`config.mk`:
```
export PLATFORM = sky130hd
export DESIGN_NAME = text_term_buffer
export DESIGN_NICKNAME = d
export VERILOG_FILES = /design/src/rtl/text_term_buffer.sv
export SDC_FILE = /design/constraint.sdc
export NUM_CORES = 1
export LEC_CHECK = 0
export ABC_AREA = 1
export CAP_MARGIN = 10
export CORE_ASPECT_RATIO = 1.25
export CORE_MARGIN = 8
export CORE_UTILIZATION = 65
export CTS_CLUSTER_DIAMETER = 120
export DETAILED_ROUTE_END_ITERATION = 8
export PLACE_DENSITY_LB_ADDON = 0.08
export REMOVE_ABC_BUFFERS = 1
export SYNTH_ARGS = -nofsm -noshare
export SYNTH_HDL_FRONTEND = slang
export SYNTH_SLANG_ARGS = --single-unit
```
`constraint.sdc`:
```
create_clock -name clk -period 9.6 [get_ports clk]
set_clock_uncertainty 0.2 [all_clocks]
set_input_delay 0.96 -clock clk [delete_from_list [all_inputs] [get_ports clk]]
set_output_delay 0.96 -clock clk [all_outputs]
set_load 0.05 [all_outputs]
```
`src/rtl/text_term_buffer.sv`:
```
// -----------------------------------------------------------------------------
// text_term_buffer
// Character terminal buffer sitting between a UART receiver and a VGA text
// renderer. Bytes arrive over a valid/ready handshake and are placed into a
// COLS x ROWS character RAM at the cursor. CR/LF, backspace and line wrap are
// handled here. At the bottom row the screen either scrolls (rotating a base
// row offset) or the cursor wraps to the top. A registered read port serves
// the text generator using logical rows (0 = top of screen).
//
// Ports
//   clk       system clock, all logic on posedge
//   reset     synchronous active-high reset (restarts the full-screen clear)
//   in_valid  byte offered
//   in_ready  byte accepted when in_valid && in_ready
//   in_data   received byte
//   clr       clear-screen request (one-cycle pulse)
//   rd_col    display read column
//   rd_row    display read row (logical)
//   rd_char   character at (rd_row, rd_col), one cycle after the address
//   cur_col   cursor column
//   cur_row   cursor row (logical)
//   busy      high while any clear is in progress
// -----------------------------------------------------------------------------
module text_term_buffer #(
    parameter int         COLS       = 32,
    parameter int         ROWS       = 4,
    parameter bit         SCROLL     = 1'b1,
    parameter logic [7:0] CLEAR_CHAR = 8'h20,
    parameter int         COL_W      = $clog2(COLS),
    parameter int         ROW_W      = $clog2(ROWS)
) (
    input  logic             clk,
    input  logic             reset,
    input  logic             in_valid,
    output logic             in_ready,
    input  logic [7:0]       in_data,
    input  logic             clr,
    input  logic [COL_W-1:0] rd_col,
    input  logic [ROW_W-1:0] rd_row,
    output logic [7:0]       rd_char,
    output logic [COL_W-1:0] cur_col,
    output logic [ROW_W-1:0] cur_row,
    output logic             busy
);
    localparam int CELLS = ROWS * COLS;
    localparam int AW    = $clog2(CELLS);

    localparam logic [COL_W-1:0] ZERO_COL = COL_W'(0);
    localparam logic [COL_W-1:0] ONE_COL  = COL_W'(1);
    localparam logic [COL_W-1:0] LAST_COL = COL_W'(COLS - 1);
    localparam logic [ROW_W-1:0] ZERO_ROW = ROW_W'(0);
    localparam logic [ROW_W-1:0] ONE_ROW  = ROW_W'(1);
    localparam logic [ROW_W-1:0] LAST_ROW = ROW_W'(ROWS - 1);
    localparam logic [ROW_W:0]   ROWS_EXT = (ROW_W+1)'(ROWS);

    typedef enum logic [1:0] {
        CLEAR_ALL = 2'd0,
        IDLE      = 2'd1,
        CLEAR_ROW = 2'd2
    } state_t;

    state_t           r_state;
    logic [COL_W-1:0] r_clr_col;
    logic [ROW_W-1:0] r_clr_row;   // physical row being cleared
    logic [ROW_W-1:0] r_base;      // physical row shown as logical row 0
    logic [COL_W-1:0] r_cur_col;
    logic [ROW_W-1:0] r_cur_row;
    logic [7:0]       r_rd_char;
    logic [7:0]       r_mem [CELLS];

    logic             w_accept;
    logic             w_is_nl;
    logic             w_is_bs;
    logic             w_is_print;
    logic             w_adv;
    logic [ROW_W-1:0] w_cur_prow;
    logic [ROW_W-1:0] w_next_base;
    logic [AW-1:0]    w_rd_addr;
    logic             w_we;
    logic [AW-1:0]    w_waddr;
    logic [7:0]       w_wdata;

    // Logical to physical row: compare-subtract so ROWS need not be a power of two.
    function automatic logic [ROW_W-1:0] phys_row(input logic [ROW_W-1:0] lrow,
                                                  input logic [ROW_W-1:0] base);
        logic [ROW_W:0] sum;
        sum = {1'b0, lrow} + {1'b0, base};
        sum = (sum >= ROWS_EXT) ? (sum - ROWS_EXT) : sum;
        return sum[ROW_W-1:0];
    endfunction

    function automatic logic [AW-1:0] cell_addr(input logic [ROW_W-1:0] prow,
                                                input logic [COL_W-1:0] col);
        return AW'(prow) * AW'(COLS) + AW'(col);
    endfunction

    // reset is folded in so nothing is taken while the block is being reset
    assign in_ready    = (r_state == IDLE) && !clr && !reset;
    assign busy        = (r_state != IDLE);
    assign w_accept    = in_valid && in_ready;
    assign w_is_nl     = (in_data == 8'h0D) || (in_data == 8'h0A);
    assign w_is_bs     = (in_data == 8'h08);
    assign w_is_print  = (in_data >= 8'h20) && (in_data <= 8'h7E);
    assign w_adv       = w_accept && (w_is_nl || (w_is_print && (r_cur_col == LAST_COL)));
    assign w_cur_prow  = phys_row(r_cur_row, r_base);
    assign w_next_base = (r_base == LAST_ROW) ? ZERO_ROW : (r_base + ONE_ROW);
    assign w_rd_addr   = cell_addr(phys_row(rd_row, r_base), rd_col);

    assign rd_char = r_rd_char;
    assign cur_col = r_cur_col;
    assign cur_row = r_cur_row;

    // Control FSM: clear sequencing, cursor and scroll base.
    always_ff @(posedge clk) begin
        if (reset || clr) begin
            r_state   <= CLEAR_ALL;
            r_clr_col <= ZERO_COL;
            r_clr_row <= ZERO_ROW;
            r_base    <= ZERO_ROW;
            r_cur_col <= ZERO_COL;
            r_cur_row <= ZERO_ROW;
        end else begin
            case (r_state)
                CLEAR_ALL: begin
                    if (r_clr_col == LAST_COL) begin
                        r_clr_col <= ZERO_COL;
                        if (r_clr_row == LAST_ROW) begin
                            r_clr_row <= ZERO_ROW;
                            r_state   <= IDLE;
                        end else begin
                            r_clr_row <= r_clr_row + ONE_ROW;
                        end
                    end else begin
                        r_clr_col <= r_clr_col + ONE_COL;
                    end
                end
                CLEAR_ROW: begin
                    if (r_clr_col == LAST_COL) begin
                        r_clr_col <= ZERO_COL;
                        r_state   <= IDLE;
                    end else begin
                        r_clr_col <= r_clr_col + ONE_COL;
                    end
                end
                IDLE: begin
                    if (w_accept) begin
                        if (w_is_nl) begin
                            r_cur_col <= ZERO_COL;
                        end else if (w_is_bs) begin
                            if (r_cur_col != ZERO_COL) begin
                                r_cur_col <= r_cur_col - ONE_COL;
                            end
                        end else if (w_is_print) begin
                            r_cur_col <= (r_cur_col == LAST_COL) ? ZERO_COL : (r_cur_col + ONE_COL);
                        end
                        if (w_adv) begin
                            if (r_cur_row != LAST_ROW) begin
                                r_cur_row <= r_cur_row + ONE_ROW;
                            end else begin
                                // Either way the row to clear is the current base:
                                // scrolling makes the old top the new bottom, and
                                // wrapping clears logical row 0.
                                if (SCROLL) begin
                                    r_base <= w_next_base;
                                end else begin
                                    r_cur_row <= ZERO_ROW;
                                end
                                r_clr_row <= r_base;
                                r_clr_col <= ZERO_COL;
                                r_state   <= CLEAR_ROW;
                            end
                        end
                    end
                end
                default: begin
                    r_state   <= CLEAR_ALL;
                    r_clr_col <= ZERO_COL;
                    r_clr_row <= ZERO_ROW;
                end
            endcase
        end
    end

    // Single RAM write port: clear sequencer or accepted byte.
    always_comb begin
        w_we    = 1'b0;
        w_waddr = cell_addr(ZERO_ROW, ZERO_COL);
        w_wdata = CLEAR_CHAR;
        case (r_state)
            CLEAR_ALL, CLEAR_ROW: begin
                w_we    = !reset;
                w_waddr = cell_addr(r_clr_row, r_clr_col);
            end
            IDLE: begin
                if (w_accept && w_is_print) begin
                    w_we    = 1'b1;
                    w_waddr = cell_addr(w_cur_prow, r_cur_col);
                    w_wdata = in_data;
                end else if (w_accept && w_is_bs && (r_cur_col != ZERO_COL)) begin
                    w_we    = 1'b1;
                    w_waddr = cell_addr(w_cur_prow, r_cur_col - ONE_COL);
                end else begin
                    w_we = 1'b0;
                end
            end
            default: begin
                w_we = 1'b0;
            end
        endcase
    end

    // Character RAM write.
    always_ff @(posedge clk) begin
        if (w_we) begin
            r_mem[w_waddr] <= w_wdata;
        end
    end

    // Registered read port; out-of-range addresses return the fill byte.
    always_ff @(posedge clk) begin
        if (reset) begin
            r_rd_char <= 8'h00;
        end else if ((rd_col <= LAST_COL) && (rd_row <= LAST_ROW)) begin
            r_rd_char <= r_mem[w_rd_addr];
        end else begin
            r_rd_char <= CLEAR_CHAR;
        end
    end

endmodule

```
==> results of run 1 <==
[registers in the layout (all words and copies together), names as in the netlist]
| name | count |
|---|---|
| r_mem | 1024 |
| rd_char | 8 |
| cur_col | 5 |
| r_clr_col | 5 |
| cur_row | 2 |
| r_base | 2 |
| r_clr_row | 2 |
| r_state | 2 |
[stage by stage]
stage / cells / hold slack, ns / area [sq um]
CTS: 4791 / 0.301 / 47700
global route: 4791 / 0.344 / 47700
finish: 4791 / 0.305 / 47700
floorplan: 3699 / 0.261 / 42800
global placement: 4617 / 0.286 / 44500
detailed placement: 4617 / 0.292 / 44500
[power groups by stage]
stage	Sequential (mW)	Clock, mW	Combinational (mW)
global route	4.97	4.00	0.449
finish	4.97	3.81	0.416
detailed placement	5.07	0	0.404
global placement	5.07	0	0.399
floorplan	5.08	0	0.219
CTS	4.97	3.84	0.406
[area by class of cell]
cell class	count	area (sq um)
Tap cell	856	1070
Clock inverter	58	587
Sequential cell	1050	31300
Clock buffer	116	2560
Fill cell	4506	18100
Multi-Input combinational cell	2595	11400
Timing Repair Buffer	62	579
Inverter	54	220
[placed cells by master (no fill, tap or decap), drive strengths merged, types with 2 or more instances in the layout]
| master | n |
|---|---|
| o21ai | 15 |
| buf | 30 |
| or2 | 2 |
| nor2 | 181 |
| clkinv | 38 |
| xor2 | 4 |
| dfxtp | 26 |
| nand2 | 1250 |
| nor3 | 6 |
| clkdlybuf4s50 | 31 |
| bufinv | 10 |
| inv | 53 |
| a21oi | 21 |
| o22ai | 2 |
| nand3 | 963 |
| nand4 | 5 |
| ha | 10 |
| xnor2 | 3 |
| clkinvlp | 11 |
| conb | 128 |
| edfxtp | 1024 |
| clkbuf | 117 |
[worst max path at each step]
| stage | start | endpoint | slack (ns) |
|---|---|---|---|
| 5_1_grt | reset | r_mem[110][2] | 4.69 |
| 4_1_cts | reset | r_mem[31][5] | 4.88 |
| 6_report | reset | r_mem[110][2] | 4.83 |
| 2_1_floorplan | rd_col[0] | rd_char[0] | 3.74 |
| 3_3_place_gp | reset | r_mem[95][1] | 4.35 |
| 3_5_place_dp | reset | r_mem[15][7] | 4.21 |
[routing by layer]
metal,vias up,track usage (%),part of all wire (%)
met1,13800,36.8,37
met4,0,13.6,4.8
met3,266,4.23,8.7
met2,1454,47.8,49
met5,-,0,0
li1,13300,-,-
[cell families (layout without fill, tap and decap cells)]
kind of cell             count (synthesis)  count (layout)  share of synthesized area, %
AO/OA/AOI/OAI                           42              42                         0.544
flip-flops                            1050            1050                          72.3
adder cells (fa/ha/maj)                 10              10                         0.289
other                                    1             128                       0.00867
buffers and inverters                  287             290                          2.66
XOR/XNOR                                 7               7                         0.142
AND/OR/NAND/NOR                       2408            2408                          24.1
[worst max-delay path, stage by stage]
cell and delay (ns):
clkdlybuf4s50_1 0.48, nor2_4 0.23, inv_2 0.16, nor3_4 0.24, nand3_4 0.29, inv_2 0.20
nand2_1 0.07, nand3_1 0.11, nand2_4 0.11, inv_2 0.17, nand4_2 0.84, nor2_1 0.95
==> summary.md, run 1 <==
| Metric | Value |
|---|---|
| DR vias | 28800 |
| Fin Setup TNS | 0 ns |
| Async set-reset flop share out of synthesis | 0% |
| Cell variety after synth | 37 |
| Hold buffer count at cts | 0 |
| Antenna fix cells | 0 |
| Die width | 247 microns |
| Crit share post-route | 49.7% |
| YS warnings | 0 |
| Hold_sp | r_clr_row[1] |
| Clock share of power | 41.4% |
| Critical path peak fanout | 13 |
| FF-to-FF Start | r_state[0] |
| First-pass DRT Iterations | 6 |
| Total Power | 9.19 mW |
| Final Hold Viols | 0 |
| Register area share after synthesis | 72.3% |
| GRT Overall Usage | 28.6% |
| Reg-to-reg slack, setup | 5.26 ns |
| Crit path time final | 4.77 ns |
| Comb power frac | 4.5% |
| First-pass GRT wire length | 163 mm |
| Worst-Skew Late Latency | 0.65 ns |
| Die ar. | 0.0751 sq mm |
| Gpl congestion | 0.963 |
| VDD IR max | 0.168 mV |
| Worst Hold End | r_clr_row[1] |
| Max-slew violation count | 0 |
| Switching power | 1.95 mW |
| Drt via density | 6.02 |
| Nets | 3887 |
| Initial antenna violation count | 1 |
| Largest net degree at the start of global routing | 273 |
| Endpoints failing setup | 0 |
| Worst Tran Pin Value | 1.22 ns |
| Layout cells sized above 1 | 5.59% |
| Area Growth Syn to Fin | 10.2% |
| Total gr overflow | 0 |
| Critical Setup Path Class | input port to flop |
| Crit path launch type | input port |
| Post-CTS Setup Bufs | 0 |
| Register-to-Register Path Depth | 10 |
| CORE AREA | 0.0658 sq mm |
| TritonCTS Sinks | 1050 |
| Vias in the first global route | 28400 |
| #FFs+latches synth | 1050 |
| Area leader, netlist | edfxtp_1 |
| Mapped Area | 0.0433 sq mm |
| Endpoint of the worst register-to-register path | r_mem[110][2] |
| # rows | 105 |
| Post-synth top cells | nand2_1 (1245), edfxtp_1 (1024), nand3_1 (954) |
| CTS clk-pin slew, worst paths | 0.06 ns |
| Cell with the most instances after synthesis | nand2_1 |
| Pre-CTS WS | 4.21 ns |
| Die span in y | 304 microns |
| Prevailing post-synth register cell | edfxtp_1 |
| Area share of the largest cell type after synthesis | 71.1% |
| RSZ-0062 raised after global routing | no |
| IO Pins | 36 |
| Req. time, crit path | 9.66 ns |
| Pint | 7.24 mW |
| PD cells | 193 mW/mm^2 |
| Sw frac | 21.2% |
| Number of buffers added on ports | 35 |
| CTS tree | done |
| Crit. End Element | flop |
| Total Wirelength | 108 mm |
| CTS Buf Count | 95 |
| Post-CTS sizing | 0 |
| Per-cell routed wire length | 22.6 microns |
| WHS Path Cells | 2 |
| ANT nets after route | 0 |
| Clk buf depth | 3 |
| CTS Root Cell | clkbuf_16 |
| 1st-iter DRT viols | 3388 |
| Core Util, Final | 72.4% |
| Hold WC Path Type | flop to flop |
| Slew HR | 18.5% |
| Post-Synthesis Cells | 3805 |
| Mean Syn Cell Area | 11.4 sq um |
| Setup ws final | 4.83 ns |
| Synth top area cells | edfxtp_1 (71%), nand3_1 (11%), nand2_1 (11%), nor2_1 (1.5%), clkbuf_1 (1.4%) |
| Sequential Power Share | 54.1% |
| Post-DP HPWL | 63.7 mm |
| Crit path DAT | 4.84 ns |
| H-tree Lvls | 3 |
| Fmax | 0.209 GHz |
| Number of synthesized flops with an enable pin | 1024 |
| Outcome | complete, no violations |
| Drc violations | 0 |
| MaxCap Viol Count | 0 |
| Pleak | 18.1 nW |
| Initial core utilization | 65.7% |
No activity file was read; power rests on OpenSTA's default activity.
==> inputs of run 2 (changes only) <==
--- a/config.mk
+++ b/config.mk
@@ -9,7 +9,7 @@
 export CAP_MARGIN = 10
 export CORE_ASPECT_RATIO = 1.25
 export CORE_MARGIN = 8
-export CORE_UTILIZATION = 65
+export CORE_UTILIZATION = 57
 export CTS_CLUSTER_DIAMETER = 120
 export DETAILED_ROUTE_END_ITERATION = 8
 export PLACE_DENSITY_LB_ADDON = 0.08
==> constraint.sdc (replaced) <==
create_clock -name clk -period 4.29 [get_ports clk]
set_clock_uncertainty 0.2 [all_clocks]
set_input_delay 0.429 -clock clk [delete_from_list [all_inputs] [get_ports clk]]
set_output_delay 0.429 -clock clk [all_outputs]
set_load 0.05 [all_outputs]
==> run 2 against run 1 <==
  * Clock power rose by 140%
  * Register-to-register slack got worse by 4.8 ns
  * Utilization fell by 7.1 points
  * Routed wire length rose by 2.4%
  * Combinational power rose by 140%
  * Die area rose by 13%
  * Hold slack improved by 0.0028 ns
  * Sequential cell count did not move
  * Critical path depth fell by 2
  * Largest cell class unchanged
  * Highest routed layer unchanged
==> summary.md, run 2 (synthesized netlist as in run 1, its figures left out) <==
| Metric | Value |
|---|---|
| Crit path time final | 3.81 ns |
| First-pass GRT wire length | 167 mm (+2.6%) |
| Top reg by flops | r_mem |
| Die span in y | 324 microns (+6.4%) |
| Post-DP HPWL | 67.2 mm (+5.5%) |
| Cell Chain, Critical Path | nand2_4 > nor3_4 > nand3_4 > inv_2 > nand2_1 > nand3_1 > nand2_4 > inv_2 > nand3_2 > nor2_1 |
| Max-slew violation count | 0 (unchanged) |
| Pre-CTS WS | 0.0832 ns (-4.13 ns) |
| CORE AREA | 0.0756 sq mm (+15%) |
| Crit path launch type | flop |
| Worst path top cell family by delay | simple AND/OR/NAND/NOR gates |
| CTS Root Cell | clkbuf_16 |
| Clk buf depth | 3 (unchanged) |
| Endpoints failing setup | 0 (unchanged) |
| MaxCap Viol Count | 0 (unchanged) |
| Worst Hold End | cur_row[0] |
| Reg-to-reg slack, setup | 0.48 ns (-4.78 ns) |
| IO Pins | 36 (unchanged) |
| Layout cells sized above 1 | 8.96% (+3.4 points) |
| Post-CTS Setup Bufs | 0 (unchanged) |
| Worst-Skew Late Latency | 0.66 ns (about the same) |
| RSZ-0062 raised after global routing | no |
| Initial antenna violation count | 0 (-1) |
| Vias in the first global route | 28100 (-1.0%) |
| TritonCTS Sinks | 1050 (unchanged) |
| Hold_sp | cur_row[0] |
| Pleak | 19.0 nW (+4.9%) |
| Fillers | 5772 (+28%) |
| Hold buffer count at cts | 0 (unchanged) |
| Largest net degree at the start of global routing | 166 (-39%) |
| H-tree Lvls | 3 (unchanged) |
| Crit share post-route | 88.9% |
| Endpoint of the worst register-to-register path | r_mem[92][7] |
| Fmax | 0.262 GHz |
| Multi-input logic area | 0.0114 sq mm (unchanged) |
| Crit path DAT | 3.90 ns (-0.94 ns) |
| PD cells | 433 mW/mm^2 (+120%) |
| Drt via density | 5.71 (-5.1%) |
| Post-route cell area | 0.0494 sq mm (+3.6%) |
| FF-to-FF Start | r_state[0] |
| Initial core utilization | 57.2% (-8.5 points) |
| Final Hold Viols | 0 (unchanged) |
| Total area of sequential cells | 0.0313 sq mm (unchanged) |
| Gpl congestion | 0.898 (-6.7%) |
| Die width | 262 microns (+6.3%) |
| Total gr overflow | 0 (unchanged) |
| Register-to-Register Path Depth | 10 (unchanged) |
| Die ar. | 0.0850 sq mm (+13%) |
| CP max stage delay | 0.81 ns (-0.14 ns) |
| Met3 Resource Use GR | 3.33% (-0.90 points) |
| Slew HR | 31.7% (+13 points) |
| ANT nets after route | 0 (unchanged) |
| Placed instance area | 0.0459 sq mm (+3.1%) |
| 1st-iter DRT viols | 3046 (-10%) |
| Outcome | complete, no violations |
| Cells after DPL | 4870 (+5.5%) |
| Fin Setup TNS | 0 ns (unchanged) |
| Critical Setup Path Class | flop to flop |
| Number of buffers added on ports | 35 (unchanged) |
| Nets | 4021 (+3.4%) |
| Antenna fix cells | 0 (unchanged) |
| Most Used Layer, Global Route | met2 |
| Per-cell routed wire length | 22.0 microns (-2.8%) |
| WHS Path Cells | 2 (unchanged) |
| Layout Cells excl Fill | 5049 (+5.4%) |
| Drc violations | 0 (unchanged) |
| Worst Tran Pin Value | 1.02 ns (-0.198 ns) |
| Hold WC Path Type | flop to flop |
| CTS Buf Count | 97 (+2.1%) |
| Crit. End Element | flop |
| Setup ws final | 0.478 ns (-4.35 ns) |
| DR vias | 28800 (-0.010%) |
| Commonest non-fill, non-tap cell in the layout | nand2_1 |
| # rows | 113 (+7.6%) |
| M2 GR Usage | 43.6% (-4.2 points) |
| Area Growth Syn to Fin | 14.1% |
| Crit path max-delay cell type | nor2_1 |
| Critical path peak fanout | 9 (-4) |
| CTS clk-pin slew, worst paths | 0.06 ns (about the same) |
| GRT Overall Usage | 26.0% (-2.7 points) |
| Post-CTS sizing | 0 (unchanged) |
| WP buf/inv | 2 (-2) |
| First-pass DRT Iterations | 6 (unchanged) |
| Leading cell types in the layout, fill and taps excluded | nand2_1 (1244), edfxtp_1 (1024), nand3_1 (954) |
| M1 GR Usage | 33.8% (-3.0 points) |
| CTS tree | done |
| Total Wirelength | 111 mm (+2.4%) |
| VDD IR max | 0.380 mV (+130%) |
| Max reg flops | 1024 (unchanged) |
| Req. time, crit path | 4.38 ns (-5.28 ns) |
run 2: cell count changes in the layout (fill, tap and decap cells not counted), moves of 3 or more:
cell	before	now
clkinv_4	5	2
clkbuf_1	16	10
buf_12	2	22
buf_4	26	138
clkinv_2	14	19
bufinv_16	10	21
run 2: worst max path at each step:
stage               start            to  slack [ns]  cells after the start
2_1_floorplan   rd_col[0]    rd_char[0]       -1.04                     11
3_3_place_gp        reset  r_mem[92][7]        0.10                     12
3_5_place_dp        reset  r_mem[92][7]        0.08                     12
4_1_cts        r_state[0]  r_mem[92][5]        0.44                     10
5_1_grt        r_state[0]  r_mem[92][5]        0.29                     10
6_report       r_state[0]  r_mem[92][7]        0.48                     10
run 2: worst register-to-register path: stages, from the launching register on:
cell and delay (ns):
dfxtp_1 0.57, nand2_4 0.15, nor3_4 0.30, nand3_4 0.18, inv_2 0.15, nand2_1 0.07, nand3_1 0.12, nand2_4 0.12
inv_2 0.16, nand3_2 0.62, nor2_1 0.82
run 2: layer usage:
| layer | share of wire (%) | vias up |
|---|---|---|
| met3 | 7.0 | 246 |
| met5 | 0 | - |
| li1 | - | 13600 |
| met4 | 4.4 | 0 |
| met2 | 49 | 1250 |
| met1 | 40 | 13700 |
run 2: layout make-up:
cell class                      instances  area share (%)
Clock buffer                          109            5.09
Sequential cell                      1050            63.3
Timing Repair Buffer                  194            3.69
Tap cell                              977            2.48
Multi-Input combinational cell       2595            23.0
Clock inverter                         70            1.92
Inverter                               54           0.446
run 2: stage by stage:
stage | util, % | hold slack [ns] | total power, mW
finish | 65.3 | 0.308 | 21.4
global route | 65.3 | 0.337 | 21.9
CTS | 65.3 | 0.311 | 21.5
detailed placement | 60.7 | 0.299 | 12.3
global placement | 60.7 | 0.299 | 12.3
floorplan | - | 0.261 | 11.9
run 2: power by group:
| group | internal (mW) | leakage, nW | switching, mW |
|---|---|---|---|
| registers | 11.1 | 11.5 | 0.00813 |
| logic | 0.268 | 5.80 | 0.724 |
| clock network | 5.51 | 1.68 | 3.73 |
| total | 16.9 | 19.0 | 4.47 |
==> inputs of run 3 (changes only) <==
--- a/config.mk
+++ b/config.mk
@@ -7,7 +7,7 @@
 export LEC_CHECK = 0
 export ABC_AREA = 1
 export CAP_MARGIN = 10
-export CORE_ASPECT_RATIO = 1.25
+export CORE_ASPECT_RATIO = 0.7
 export CORE_MARGIN = 8
 export CORE_UTILIZATION = 57
 export CTS_CLUSTER_DIAMETER = 120
==> constraint.sdc (replaced) <==
create_clock -name clk -period 3.4 [get_ports clk]
set_clock_uncertainty 0.2 [all_clocks]
set_input_delay 0.34 -clock clk [delete_from_list [all_inputs] [get_ports clk]]
set_output_delay 0.34 -clock clk [all_outputs]
set_load 0.05 [all_outputs]
==> run 3 against run 2 <==
  * First-iteration DRC count grew 37%
  * Clock-buffer cell count up 10
  * Total power increased by 24%
  * Register-to-register slack got worse by 0.29 ns
  * Hold slack better by 0.0087 ns
  * Non-clock buffer count increased by 60
  * Cell count up 1.4%
  * Sequential power grew 26%
  * Via count grew 3.8%
  * Clock power grew 19%
  * Die area barely moved
  * Setup slack lost 0.29 ns
  * Critical path type unchanged
  * Highest routed layer unchanged
==> summary.md, run 3 (synthesized netlist as in run 1, its figures left out) <==
| Metric | Value |
|---|---|
| Worst-Skew Late Latency | 0.66 ns (about the same) |
| Outcome | complete, no violations |
| Register-to-Register Path Depth | 14 (+4) |
| Die ar. | 0.0851 sq mm (about the same) |
| Fmax | 0.312 GHz (+19%) |
| Worst Tran Pin Value | 0.977 ns (-0.0457 ns) |
| Endpoints failing setup | 0 (unchanged) |
| Crit path time final | 3.21 ns (-0.604 ns) |
| Crit path launch type | flop |
| Crit path DAT | 3.43 ns (-0.47 ns) |
| Clk buf depth | 3 (unchanged) |
| Total gr overflow | 0 (unchanged) |
| Leading cell types in the layout, fill and taps excluded | nand2_1 (1244), edfxtp_1 (1024), nand3_1 (954) |
| Area Growth Syn to Fin | 15.0% |
| Max reg flops | 1024 (unchanged) |
| Reg-to-reg slack, setup | 0.19 ns (-0.29 ns) |
| CTS Buf Count | 97 (unchanged) |
| Crit path capture | r_mem[5][7] |
| Total Wirelength | 117 mm (+5.2%) |
| ANT nets after route | 0 (unchanged) |
| MaxCap Viol Count | 0 (unchanged) |
| Nets | 4081 (+1.5%) |
| RSZ-0062 raised after global routing | no |
| Slew HR | 34.8% (+3.0 points) |
| Critical Path Source | cur_col[1] |
| # rows | 84 (-26%) |
| Commonest non-fill, non-tap cell in the layout | nand2_1 |
| Crit share post-route | 94.4% (+5.5 points) |
| Top reg by flops | r_mem |
| Endpoint of the worst register-to-register path | r_mem[5][7] |
| Gpl congestion | 0.904 (+0.69%) |
| Final Hold Viols | 0 (unchanged) |
| Largest net degree at the start of global routing | 173 (+4.2%) |
| H-tree Lvls | 3 (unchanged) |
| Placed instance area | 0.0466 sq mm (+1.5%) |
| Drc violations | 0 (unchanged) |
| Die span in y | 247 microns (-24%) |
| Drt via density | 5.84 (+2.3%) |
| Critical Setup Path Class | flop to flop |
| Max-slew violation count | 0 (unchanged) |
| VDD IR max | 0.815 mV (+110%) |
| IO Pins | 36 (unchanged) |
| DR vias | 29900 (+3.8%) |
| First-pass DRT Iterations | 6 (unchanged) |
| Crit. End Element | flop |
| Hold WC Path Type | flop to flop |
| Hold_ws | 0.317 ns (+0.00866 ns) |
| CTS Root Cell | clkbuf_16 |
| Req. time, crit path | 3.62 ns (-0.76 ns) |
| Critical path peak fanout | 8 (-1) |
| Number of buffers added on ports | 35 (unchanged) |
| Per-cell routed wire length | 22.8 microns (+3.8%) |
| Initial antenna violation count | 3 (+3) |
| Post-route cell area | 0.0498 sq mm (+0.82%) |
| CTS clk-pin slew, worst paths | 0.06 ns (about the same) |
| FF-to-FF Start | cur_col[1] |
| Die width | 345 microns (+32%) |
| TritonCTS Sinks | 1050 (unchanged) |
| PD cells | 532 mW/mm^2 (+23%) |
| Layout cells sized above 1 | 9.95% (+0.99 points) |
| CTS tree | done |
| Antenna fix cells | 0 (unchanged) |
| Post-DP HPWL | 72.6 mm (+8.1%) |
| First-pass GRT wire length | 174 mm (+3.9%) |
| Vias in the first global route | 28600 (+1.9%) |
| GRT Overall Usage | 27.0% (+1.0 points) |
| Post-CTS Setup Bufs | 0 (unchanged) |
| Initial core utilization | 57.6% (+0.38 points) |
| Pleak | 18.1 nW (-4.7%) |
| 1st-iter DRT viols | 4184 (+37%) |
| CORE AREA | 0.0751 sq mm (-0.65%) |
-- run 3: changes by cell type in the layout (fill, tap and decap cells not counted), moves of 2 or more --
cell	previous run	this run
buf_4	138	181
buf_12	22	39
clkbuf_1	10	21
clkinvlp_4	9	0
bufinv_16	21	13
clkinv_1	16	19
clkinv_2	19	22
inv_16	2	0
-- run 3: worst min-delay path by stage --
| stage | startpoint | to | slack, ns | depth (start not counted) |
|---|---|---|---|---|
| 6_report | cur_row[0] | cur_row[0] | 0.32 | 2 |
| 3_3_place_gp | r_clr_col[3] | r_clr_col[3] | 0.29 | 2 |
| 4_1_cts | clr | r_state[0] | 0.30 | 5 |
| 3_5_place_dp | r_clr_row[1] | r_clr_row[1] | 0.31 | 2 |
| 5_1_grt | r_clr_col[3] | r_clr_col[3] | 0.33 | 2 |
| 2_1_floorplan | r_clr_row[1] | r_clr_row[1] | 0.26 | 2 |
-- run 3: layout make-up --
cell class                 count  area [sq um]
inverter                      54           220
fill                        5590         25400
tap                          989          1240
clock buffer                 119          2530
multi-input combinational   2595         11400
timing repair buffer         254          2480
clock inverter                59           656
sequential                  1050         31300
-- run 3: what timing repair did --
| item | in CTS | in global routing |
|---|---|---|
| hold buffers | 0 | 0 |
| gates resized for setup | 0 | 1 |
| endpoints found under the setup margin | 0 | 3 |
-- run 3: layer usage --
metal / global-route usage [%] / wire, microns / up-vias
li1: - / - / 13700
met1: 38.0 / 48600 / 14400
met2: 40.8 / 51200 / 1596
met3: 8.09 / 13900 / 219
met4: 7.91 / 3140 / 0
met5: 0 / 0 / -
-- run 3: power by group --
part           total (mW)  leakage, nW  internal (mW)  switching (mW)
clock                11.0         1.57           6.30            4.66
sequential           14.0         8.34           14.0          0.0162
combinational        1.49         8.20          0.425            1.07
total                26.5         18.1           20.7            5.75
-- run 3: critical path, stage by stage (launching register included) --
cell      delay [ns]
dfxtp_1         0.42
inv_1           0.11
ha_1            0.22
nand3_1         0.14
nor2_1          0.05
nand3b_2        0.26
nand2_2         0.19
nand2_1         0.08
nand2_1         0.14
nor2_1          0.07
buf_4           0.14
buf_4           0.13
nand2_1         0.47
nor2_1          0.14
buf_4           0.20
-- run 3: per-stage QoR --
| step | utilization [%] | setup WS [ns] | power [mW] | std cells | setup TNS, ns |
|---|---|---|---|---|---|
| 2_1_floorplan | - | -1.84 | 15.2 | 3699 | -1335.09 |
| 3_3_place_gp | 62.0 | -0.0890 | 15.7 | 4942 | -11.48 |
| 3_5_place_dp | 62.0 | -0.200 | 15.8 | 4942 | -43.21 |
| 4_1_cts | 66.2 | 0.179 | 26.6 | 5120 | 0 |
| 5_1_grt | 66.2 | 0.0182 | 27.2 | 5120 | 0 |
| 6_report | 66.2 | 0.192 | 26.5 | 5120 | 0 |
